## config.mk

```make
export PLATFORM = sky130hd
export DESIGN_NAME = ecdsa_dma_responder
export DESIGN_NICKNAME = d
export VERILOG_FILES = /design/src/rtl/ecdsa_dma_pkg.sv /design/src/rtl/dma_beat_buffer.sv /design/src/rtl/ecdsa_dma_responder.sv
export SDC_FILE = /design/constraint.sdc
export NUM_CORES = 2
export LEC_CHECK = 0
export CAP_MARGIN = 20
export CORE_AREA = 2 2 364 366
export CTS_CLUSTER_SIZE = 10
export DETAILED_ROUTE_END_ITERATION = 12
export DIE_AREA = 0 0 366 368
export PLACE_DENSITY = 0.72
export SYNTH_ARGS = -nofsm -noshare
export SYNTH_HDL_FRONTEND = slang
export SYNTH_HIERARCHICAL = 1
export SYNTH_SLANG_ARGS = --single-unit
```

## constraint.sdc

```tcl
create_clock -name clk -period 2.5 [get_ports clk]
set_clock_uncertainty 0.2 [all_clocks]
set_input_delay 0.25 -clock clk [delete_from_list [all_inputs] [get_ports clk]]
set_output_delay 0.25 -clock clk [all_outputs]
set_load 0.01 [all_outputs]
```

## src/rtl/ecdsa_dma_pkg.sv

```systemverilog
// Shared constants, state encoding and address helper for the ECDSA DMA responder.
package ecdsa_dma_pkg;
   localparam int DMA_DATA_W = 381;
   localparam int DMA_WORDS  = 12;
   localparam int DMA_BEAT_W = $clog2(DMA_WORDS);

   typedef enum logic [2:0] {
      ST_IDLE,
      ST_RD_REQ,
      ST_RD_WAIT,
      ST_WR_REQ,
      ST_DONE,
      ST_ERR
   } dma_state_e;

   function automatic logic addr_misaligned(input logic [31:0] addr);
      return addr[1:0] != 2'b00;
   endfunction
endpackage

```

## src/rtl/dma_beat_buffer.sv

```systemverilog
// Word-organised beat buffer: per-beat write, full parallel load, per-beat read.
module dma_beat_buffer #(
   parameter int WORDS  = 12,
   parameter int BEAT_W = 4
) (
   input  logic                  clk,
   input  logic                  resetn,
   input  logic                  wr_en,
   input  logic [BEAT_W-1:0]     wr_idx,
   input  logic [31:0]           wr_data,
   input  logic                  load_en,
   input  logic [32*WORDS-1:0]   load_data,
   input  logic [BEAT_W-1:0]     rd_idx,
   output logic [31:0]           rd_data,
   output logic [32*WORDS-1:0]   buf_flat
);
   logic [WORDS-1:0][31:0] words_q, words_d;

   // a parallel load (new write value) takes priority over a single-beat update
   always_comb begin
      words_d = words_q;
      if (load_en) begin
         words_d = load_data;
      end else if (wr_en) begin
         words_d[wr_idx] = wr_data;
      end
   end

   // buffer storage
   always_ff @(posedge clk or negedge resetn) begin
      if (!resetn) begin
         words_q <= '0;
      end else begin
         words_q <= words_d;
      end
   end

   assign rd_data  = words_q[rd_idx];
   assign buf_flat = words_q;
endmodule

```

## src/rtl/ecdsa_dma_responder.sv

```systemverilog
// Memory-side responder: moves one DATA_W value per request as a burst of 32-bit beats.
//
// state      | meaning
// ST_IDLE    | waiting for a start pulse
// ST_RD_REQ  | read beat requested, waiting for grant
// ST_RD_WAIT | read beat granted, waiting for rvalid
// ST_WR_REQ  | write beat requested, waiting for grant
// ST_DONE    | one-cycle completion pulse; may launch the pending write
// ST_ERR     | error seen, request dropped; pending write discarded
module ecdsa_dma_responder
   import ecdsa_dma_pkg::*;
#(
   parameter int DATA_W = DMA_DATA_W,
   parameter int WORDS  = DMA_WORDS
) (
   input  logic              clk,
   input  logic              resetn,
   input  logic              dma_rx_start,
   input  logic [31:0]       dma_rx_address,
   output logic [DATA_W-1:0] dma_rx_data,
   input  logic              dma_tx_start,
   input  logic [31:0]       dma_tx_address,
   input  logic [DATA_W-1:0] dma_tx_data,
   output logic              dma_done,
   output logic              dma_idle,
   output logic              dma_error,
   output logic              mem_req,
   output logic              mem_we,
   output logic [31:0]       mem_addr,
   output logic [31:0]       mem_wdata,
   input  logic              mem_gnt,
   input  logic              mem_rvalid,
   input  logic [31:0]       mem_rdata,
   input  logic              mem_err
);
   localparam int BEAT_W = $clog2(WORDS);
   localparam int BUF_W  = 32 * WORDS;
   localparam logic [BEAT_W-1:0] LAST_BEAT = BEAT_W'(WORDS - 1);

   dma_state_e        state_q, state_d;
   logic [BEAT_W-1:0] beat_q, beat_d;
   logic [31:0]       addr_q, addr_d;
   logic              pend_q, pend_d;
   logic [31:0]       pend_addr_q, pend_addr_d;
   logic [DATA_W-1:0] pend_data_q, pend_data_d;
   logic              error_q, error_d;
   logic [DATA_W-1:0] rx_data_q, rx_data_d;

   logic              buf_wr_en, buf_load_en;
   logic [BUF_W-1:0]  buf_load_data, buf_flat, rd_final;
   logic [31:0]       buf_rd_data;

   dma_beat_buffer #(.WORDS(WORDS), .BEAT_W(BEAT_W)) u_buf (
      .clk       (clk),
      .resetn    (resetn),
      .wr_en     (buf_wr_en),
      .wr_idx    (beat_q),
      .wr_data   (mem_rdata),
      .load_en   (buf_load_en),
      .load_data (buf_load_data),
      .rd_idx    (beat_q),
      .rd_data   (buf_rd_data),
      .buf_flat  (buf_flat)
   );

   // the last beat lands in the buffer on the same edge, so the result is built around it
   assign rd_final = {mem_rdata, buf_flat[BUF_W-33:0]};

   // next-state, datapath updates and memory-port outputs
   always_comb begin
      state_d       = state_q;
      beat_d        = beat_q;
      addr_d        = addr_q;
      pend_d        = pend_q;
      pend_addr_d   = pend_addr_q;
      pend_data_d   = pend_data_q;
      error_d       = error_q;
      rx_data_d     = rx_data_q;
      buf_wr_en     = 1'b0;
      buf_load_en   = 1'b0;
      buf_load_data = BUF_W'(dma_tx_data);
      mem_req       = 1'b0;
      mem_we        = 1'b0;
      mem_addr      = '0;
      mem_wdata     = '0;
      dma_done      = 1'b0;

      case (state_q)
         ST_IDLE: begin
            if (dma_rx_start) begin
               addr_d  = dma_rx_address;
               beat_d  = '0;
               error_d = addr_misaligned(dma_rx_address);
               state_d = error_d ? ST_ERR : ST_RD_REQ;
               if (dma_tx_start) begin
                  pend_d      = 1'b1;
                  pend_addr_d = dma_tx_address;
                  pend_data_d = dma_tx_data;
               end
            end else if (dma_tx_start) begin
               addr_d      = dma_tx_address;
               beat_d      = '0;
               buf_load_en = 1'b1;
               error_d     = addr_misaligned(dma_tx_address);
               state_d     = error_d ? ST_ERR : ST_WR_REQ;
            end
         end
         ST_RD_REQ: begin
            mem_req  = 1'b1;
            mem_addr = addr_q + (32'(beat_q) << 2);
            if (mem_gnt) begin
               if (mem_err) begin
                  error_d = 1'b1;
                  state_d = ST_ERR;
               end else begin
                  state_d = ST_RD_WAIT;
               end
            end
         end
         ST_RD_WAIT: begin
            if (mem_rvalid) begin
               if (mem_err) begin
                  error_d = 1'b1;
                  state_d = ST_ERR;
               end else begin
                  buf_wr_en = 1'b1;
                  if (beat_q == LAST_BEAT) begin
                     rx_data_d = rd_final[DATA_W-1:0];
                     state_d   = ST_DONE;
                  end else begin
                     beat_d  = beat_q + 1'b1;
                     state_d = ST_RD_REQ;
                  end
               end
            end
         end
         ST_WR_REQ: begin
            mem_req   = 1'b1;
            mem_we    = 1'b1;
            mem_addr  = addr_q + (32'(beat_q) << 2);
            mem_wdata = buf_rd_data;
            if (mem_gnt) begin
               if (mem_err) begin
                  error_d = 1'b1;
                  state_d = ST_ERR;
               end else if (beat_q == LAST_BEAT) begin
                  state_d = ST_DONE;
               end else begin
                  beat_d = beat_q + 1'b1;
               end
            end
         end
         ST_DONE: begin
            dma_done = 1'b1;
            if (pend_q) begin
               pend_d        = 1'b0;
               addr_d        = pend_addr_q;
               beat_d        = '0;
               buf_load_en   = 1'b1;
               buf_load_data = BUF_W'(pend_data_q);
               error_d       = addr_misaligned(pend_addr_q);
               state_d       = error_d ? ST_ERR : ST_WR_REQ;
            end else begin
               state_d = ST_IDLE;
            end
         end
         ST_ERR: begin
            pend_d  = 1'b0;
            state_d = ST_DONE;
         end
         default: state_d = ST_IDLE;
      endcase
   end

   // state and datapath registers
   always_ff @(posedge clk or negedge resetn) begin
      if (!resetn) begin
         state_q     <= ST_IDLE;
         beat_q      <= '0;
         addr_q      <= '0;
         pend_q      <= 1'b0;
         pend_addr_q <= '0;
         pend_data_q <= '0;
         error_q     <= 1'b0;
         rx_data_q   <= '0;
      end else begin
         state_q     <= state_d;
         beat_q      <= beat_d;
         addr_q      <= addr_d;
         pend_q      <= pend_d;
         pend_addr_q <= pend_addr_d;
         pend_data_q <= pend_data_d;
         error_q     <= error_d;
         rx_data_q   <= rx_data_d;
      end
   end

   assign dma_idle    = (state_q == ST_IDLE);
   assign dma_error   = error_q;
   assign dma_rx_data = rx_data_q;
endmodule
```

; Word-level counts from Yosys, hierarchy flattened
; Index checks and enable logic that the tools add are counted.
[word_totals]
output_inout_bits = 450
register_bits = 1219
wordCells = 117
in_bits = 484
[classes]
add_sub_neg = 2
mux = 58
n_eq_ne = 15
magnitude_cmp = 2
reduce_logical = 19
bitwise_logic = 1
[op_table]
columns = op, n
row1 = 384-bit 2-to-1 mux, 2
row2 = 381-bit 2-to-1 mux, 2
row3 = 384-bit bitwise mux, 1
row4 = 32-bit 2-to-1 mux, 7
row5 = 32-bit binary-select mux with 4-bit select, 1
row6 = 32-bit demux with 4-bit select, 1
row7 = 32-bit one-hot mux with 2 select lines, 1
row8 = 3-bit 2-to-1 mux, 14
row9 = 32-bit by 6-bit adder with 32-bit output, 1
row10 = 4-bit 2-to-1 mux, 7
row11 = 3-bit one-hot mux with 6 select lines, 1
row12 = 1-bit 2-to-1 mux, 17
row13 = 4-bit one-hot mux with 4 select lines, 1
row14 = 5-bit AND reduction, 3
row15 = "2-bit inequality test, second input constant", 6
row16 = 2-bit nonzero test, 6
row17 = 3-bit AND reduction, 3
row18 = 4-bit nonzero test, 2
row19 = "3-bit by 2-bit == test with 1-bit output, second input constant", 2
row20 = "3-bit == test, second input constant", 2
row21 = "3-bit inequality test, second input constant", 2
row22 = "4-bit by 5-bit < comparator with 1-bit output, second input constant", 1
row23 = "4-bit by 1-bit adder with 4-bit output, second input constant", 1
row24 = "4-bit == test, second input constant", 1
row25 = 10 further kinds, 12

; Longest topological paths before layout
[depth]
ltp_word = 7
ltp_mapped = 12
ltp_nobuf = 6

; Cells and area by module
; Netlist, hierarchy kept.
[modules_own_cells]
columns = mod, cells_each, seq_area_each_um2, area_per_inst_um2, n_inst
row1 = ecdsa_dma_responder, 2588, 20895.0, 38214.2, 1
row2 = dma_beat_buffer, 2518, 9609.2, 21697.1, 1

; Least setup slack after synthesis
; Ideal clock, no wire load.
[synth_timing]
path_kind = register to output
start = register beat_q[0]
end = output port mem_addr[10]
stages_incl_launch_ff = 9
n_path_buf = 2
slack_ns = -0.214
required_ns = 2.050
arrival_time_ns = 2.264
path_cell_list = dfrtp_1 ha_1 fa_1 a21o_1 a21oi_1 clkbuf_1 buf_2 o21ai_0 a21oi_1
[synth_between]
elab_chain_cells = 2
[synth_rtl]
columns = item, line_no
row1 = "start, declared", ecdsa_dma_responder.sv:41  ; logic [BEAT_W-1:0] beat_q, beat_d;
row2 = "start signal, assigned", ecdsa_dma_responder.sv:188  ; beat_q <= beat_d;
row3 = 32-bit by 6-bit adder with 32-bit output, "ecdsa_dma_responder.sv:110, ecdsa_dma_responder.sv:140"
row4 = 32-bit 2-to-1 mux, --
row5 = "end, declared", ecdsa_dma_responder.sv:29  ; output logic [31:0] mem_addr,
; No other way between the ends.

; Worst setup path in the final report
[layout_timing]
start = register beat_q[0]
end = output port mem_addr[23]
; The elaborated chain is that of the path after synthesis.

==> run metrics <==
CTS tree=yes; Sw Share=37.46%; fmax=0.2883 GHz; crit path DAT=3020 ps; R2R Path End=u_buf/buf_flat[124]$_DFFE_PN0P_; Port Buffers=933; RR Startpoint=state_q[2]$_DFFE_PN0P_; Filler cells=9499; Synth area leaders=dfrtp_1, mux2_2, a31oi_1; CP top delay family=compound AO/OA/AOI/OAI gates; via/cell ratio=6.446; Yosys warning count=6; CTS Root Cell=clkbuf_16; drt initial violations=8427; largest net degree at the start of global routing=129; Critical Path Sink=mem_addr[23]; fin crit share=138.7%; # IOs=934; final setup fails=818; post-synthesis cell type count=68; WP buf/inv=6; FFs w/ async S/R, synth=100.0%; Overall Power=0.08508 W; All-Layer GR Usage=41.18%; CP Capture Type=output port; synthesized area per cell=11.73 um^2; max-cap check violation count=0; TritonCTS Buffers=144; top_reg_cell synth=dfrtp_1; R2R Setup Slk=-330 ps; setup ws final=-968.1 ps; Cell Pwr Density=984.9 nW/um^2; antenna violations before repair=61; slowest CP cell=dfrtp_4; Core ar.=130800 um^2; sequential share of power=40.7%; Initial Util=45.80%; drt drc=0; Worst-Skew Late Latency=810 ps; commonest cells in the netlist=dfrtp_1, mux2_2, nor2_1; Slew HR=56.87%; vias in the first global route=53420; GP Congestion=0.9890; worst-case clock buffer depth=3; Max Slew Vio Count=0; register area share after synthesis=50.92%; vias=55080; Netlist Area Pre-Place=59910 um^2; final hold violation count=0; layout cells sized above 1=35.40%; crit-path cells=buf_6 > ha_4 > buf_4 > buf_6 > a211oi_4 > o21ba_4 > buf_6 > buf_6 > o31ai_2 > a21oi_2 > buf_2; Synth area leader=dfrtp_1; clk sinks=1219; multi-input logic area=28250 um^2; global-route wire length before repair=398600 um; stages on the worst setup path=11; most frequent CP cell=buf_6; DRT antenna net count=0; top cell type's share of synthesized area=50.92%; Final Critical Period=3468 ps; Worst Hold Launch=dma_tx_data[191]; critical path class=reg2out; #FFs+latches synth=1219; grt ovf=0; Post-layout nets=7200; die area=134700 um^2; Worst IR Drop VDD=0.7900 mV; worst r2r path cells=10; Final Util=66.05%; First-pass DRT Iterations=9; area grow syn2layout=44.20%; Net Sw Power=0.03187 W; launch point of the worst path=beat_q[0]$_DFFE_PN0P_; crit start category=flop; Clock Power Share=23.0%; final WL=292800 um; Post-Synthesis Cells=5106; Rows=133; Post-synth EDFFs=0; Clock transition at path regs=60 ps; critical path fanouts, max=5; Worst Max-Slew Pin Slew=647.0 ps; die height=368 um; status=finished, violations left; required time worst endpoint=2050 ps; register area=30520 um^2; WL/cell=34.27 um; cell internal pwr=0.05321 W; Worst Hold Class=in2reg; RSZ-0062 raised after global routing=yes; failing checks=negative setup slack; Leak Pwr=36.13 nW; most numerous cell in the Yosys netlist=dfrtp_1; critical path's largest stage delay=500 ps; Die Width=366 um; htree depth=4; DPL Wire Length=195700 um; Logic pwr share=36.3%
==> power groups by stage <==
stage | clock (W) | combinational (W) | sequential [W]
2_1_floorplan | 0 | 0.0160 | 0.0294
3_3_place_gp | 0 | 0.0262 | 0.0339
3_5_place_dp | 0 | 0.0269 | 0.0340
4_1_cts | 0.0195 | 0.0292 | 0.0338
5_1_grt | 0.0203 | 0.0325 | 0.0346
6_report | 0.0196 | 0.0309 | 0.0346
==> through the flow <==
step                hold WS [ps]  TNS, ps  cells  setup slack [ps]  cell area, um^2
finish                     4.960  -138480   8544            -968.1            86390
global route               7.177  -210840   8526             -1015            86350
CTS                       0.1108  -103200   8448            -952.1            84770
detailed placement         21.25   -42220   7804            -556.8            74520
global placement           25.48   -27260   7804            -474.1            74520
floorplan                 -245.6   -394.4   5108            -19.72            59940
==> placed cells by master (no fill, tap or decap), drive strengths merged, types with 4 or more instances in the layout <==
| cell | n |
|---|---|
| mux2 | 1243 |
| dfrtp | 1219 |
| clkdlybuf4s50 | 866 |
| buf | 658 |
| o21ai | 454 |
| nor2 | 430 |
| dlygate4sd3 | 398 |
| nand3 | 395 |
| a31oi | 388 |
| clkbuf | 192 |
| nand2 | 116 |
| mux4 | 64 |
| o31ai | 43 |
| diode | 40 |
| mux2i | 37 |
| and3 | 37 |
| o22ai | 33 |
| a21oi | 21 |
| or4 | 14 |
| inv | 14 |
| nand2b | 12 |
| clkinv | 10 |
| nand4 | 8 |
| a21o | 7 |
| or3 | 7 |
| and2 | 6 |
| ha | 5 |
| nor2b | 4 |
| nor3 | 4 |
| a211oi | 4 |
==> routing by layer <==
metal | track usage (%) | vias up | wire length (um) | part of all wire (%)
met1 | 49.02 | 27540 | 101400 | 35
met2 | 63.08 | 4457 | 130500 | 45
met4 | 28.13 | 34 | 23370 | 8.0
met3 | 14.01 | 1152 | 37320 | 13
li1 | - | 21890 | - | -
met5 | 0 | - | 234 | 0.080
==> cell families after synthesis <==
kind of cell	count (synthesis)	synth area share, %
muxes	1344	26.95
DFF	1219	50.92
and+or+nand+nor	1055	8.061
AOI/OAI and AO/OA	973	9.415
buffers and inverters	506	4.484
adders and majority gates	6	0.1378
xor gates and xnor gates	2	0.02924
other	1	0.006259
==> area by class of cell <==
cell class / instances / area share, %
Inverter: 9 / 0.05069
Multi-Input combinational cell: 3384 / 32.69
Timing Repair Buffer: 1952 / 24.51
Tap cell: 1755 / 2.542
Clock buffer: 167 / 4.398
Antenna cell: 40 / 0.1159
Clock inverter: 18 / 0.3679
Sequential cell: 1219 / 35.32
==> what timing repair did <==
| action | in CTS | in global routing |
|---|---|---|
| hold endpoints to repair | 1547 | 1 |
| cloned | 21 | 30 |
| gates resized for setup | 586 | 198 |
| hold buffers | 398 | 1 |
| pin swaps | 101 | 108 |
| setup buffers | 49 | 34 |
| endpoints found under the setup margin | 473 | 1084 |
==> worst register-to-register path: stages, from the launching register on <==
cell and delay, ps:
dfrtp_2 420, buf_6 120, buf_6 110, nand2b_4 150, nor4b_4 250, buf_6 160, buf_12 100, or3b_4 440
buf_12 200, o21ai_0 390, a31oi_1 150
==> registers in the layout, summed over array words and instances, names as in the netlist <==
register        cells
dma_error           1
state_q             3
dma_rx_data       381
beat_q              4
addr_q             32
u_buf/buf_flat    384
pend_addr_q        32
pend_data_q       381
pend_q              1
==> worst min path at each step <==
stage | end | slack, ps | cells after the start
4_1_cts | pend_data_q[226]$_DFFE_PN0P_ | 0.1 | 2
3_3_place_gp | pend_data_q[272]$_DFFE_PN0P_ | 30 | 1
2_1_floorplan | addr_q[0]$_DFFE_PN0P_ | -250 | 0
6_report | pend_data_q[191]$_DFFE_PN0P_ | 5 | 2
5_1_grt | pend_data_q[191]$_DFFE_PN0P_ | 7 | 2
3_5_place_dp | pend_data_q[272]$_DFFE_PN0P_ | 20 | 1
Power figures use the tool's default switching activity.
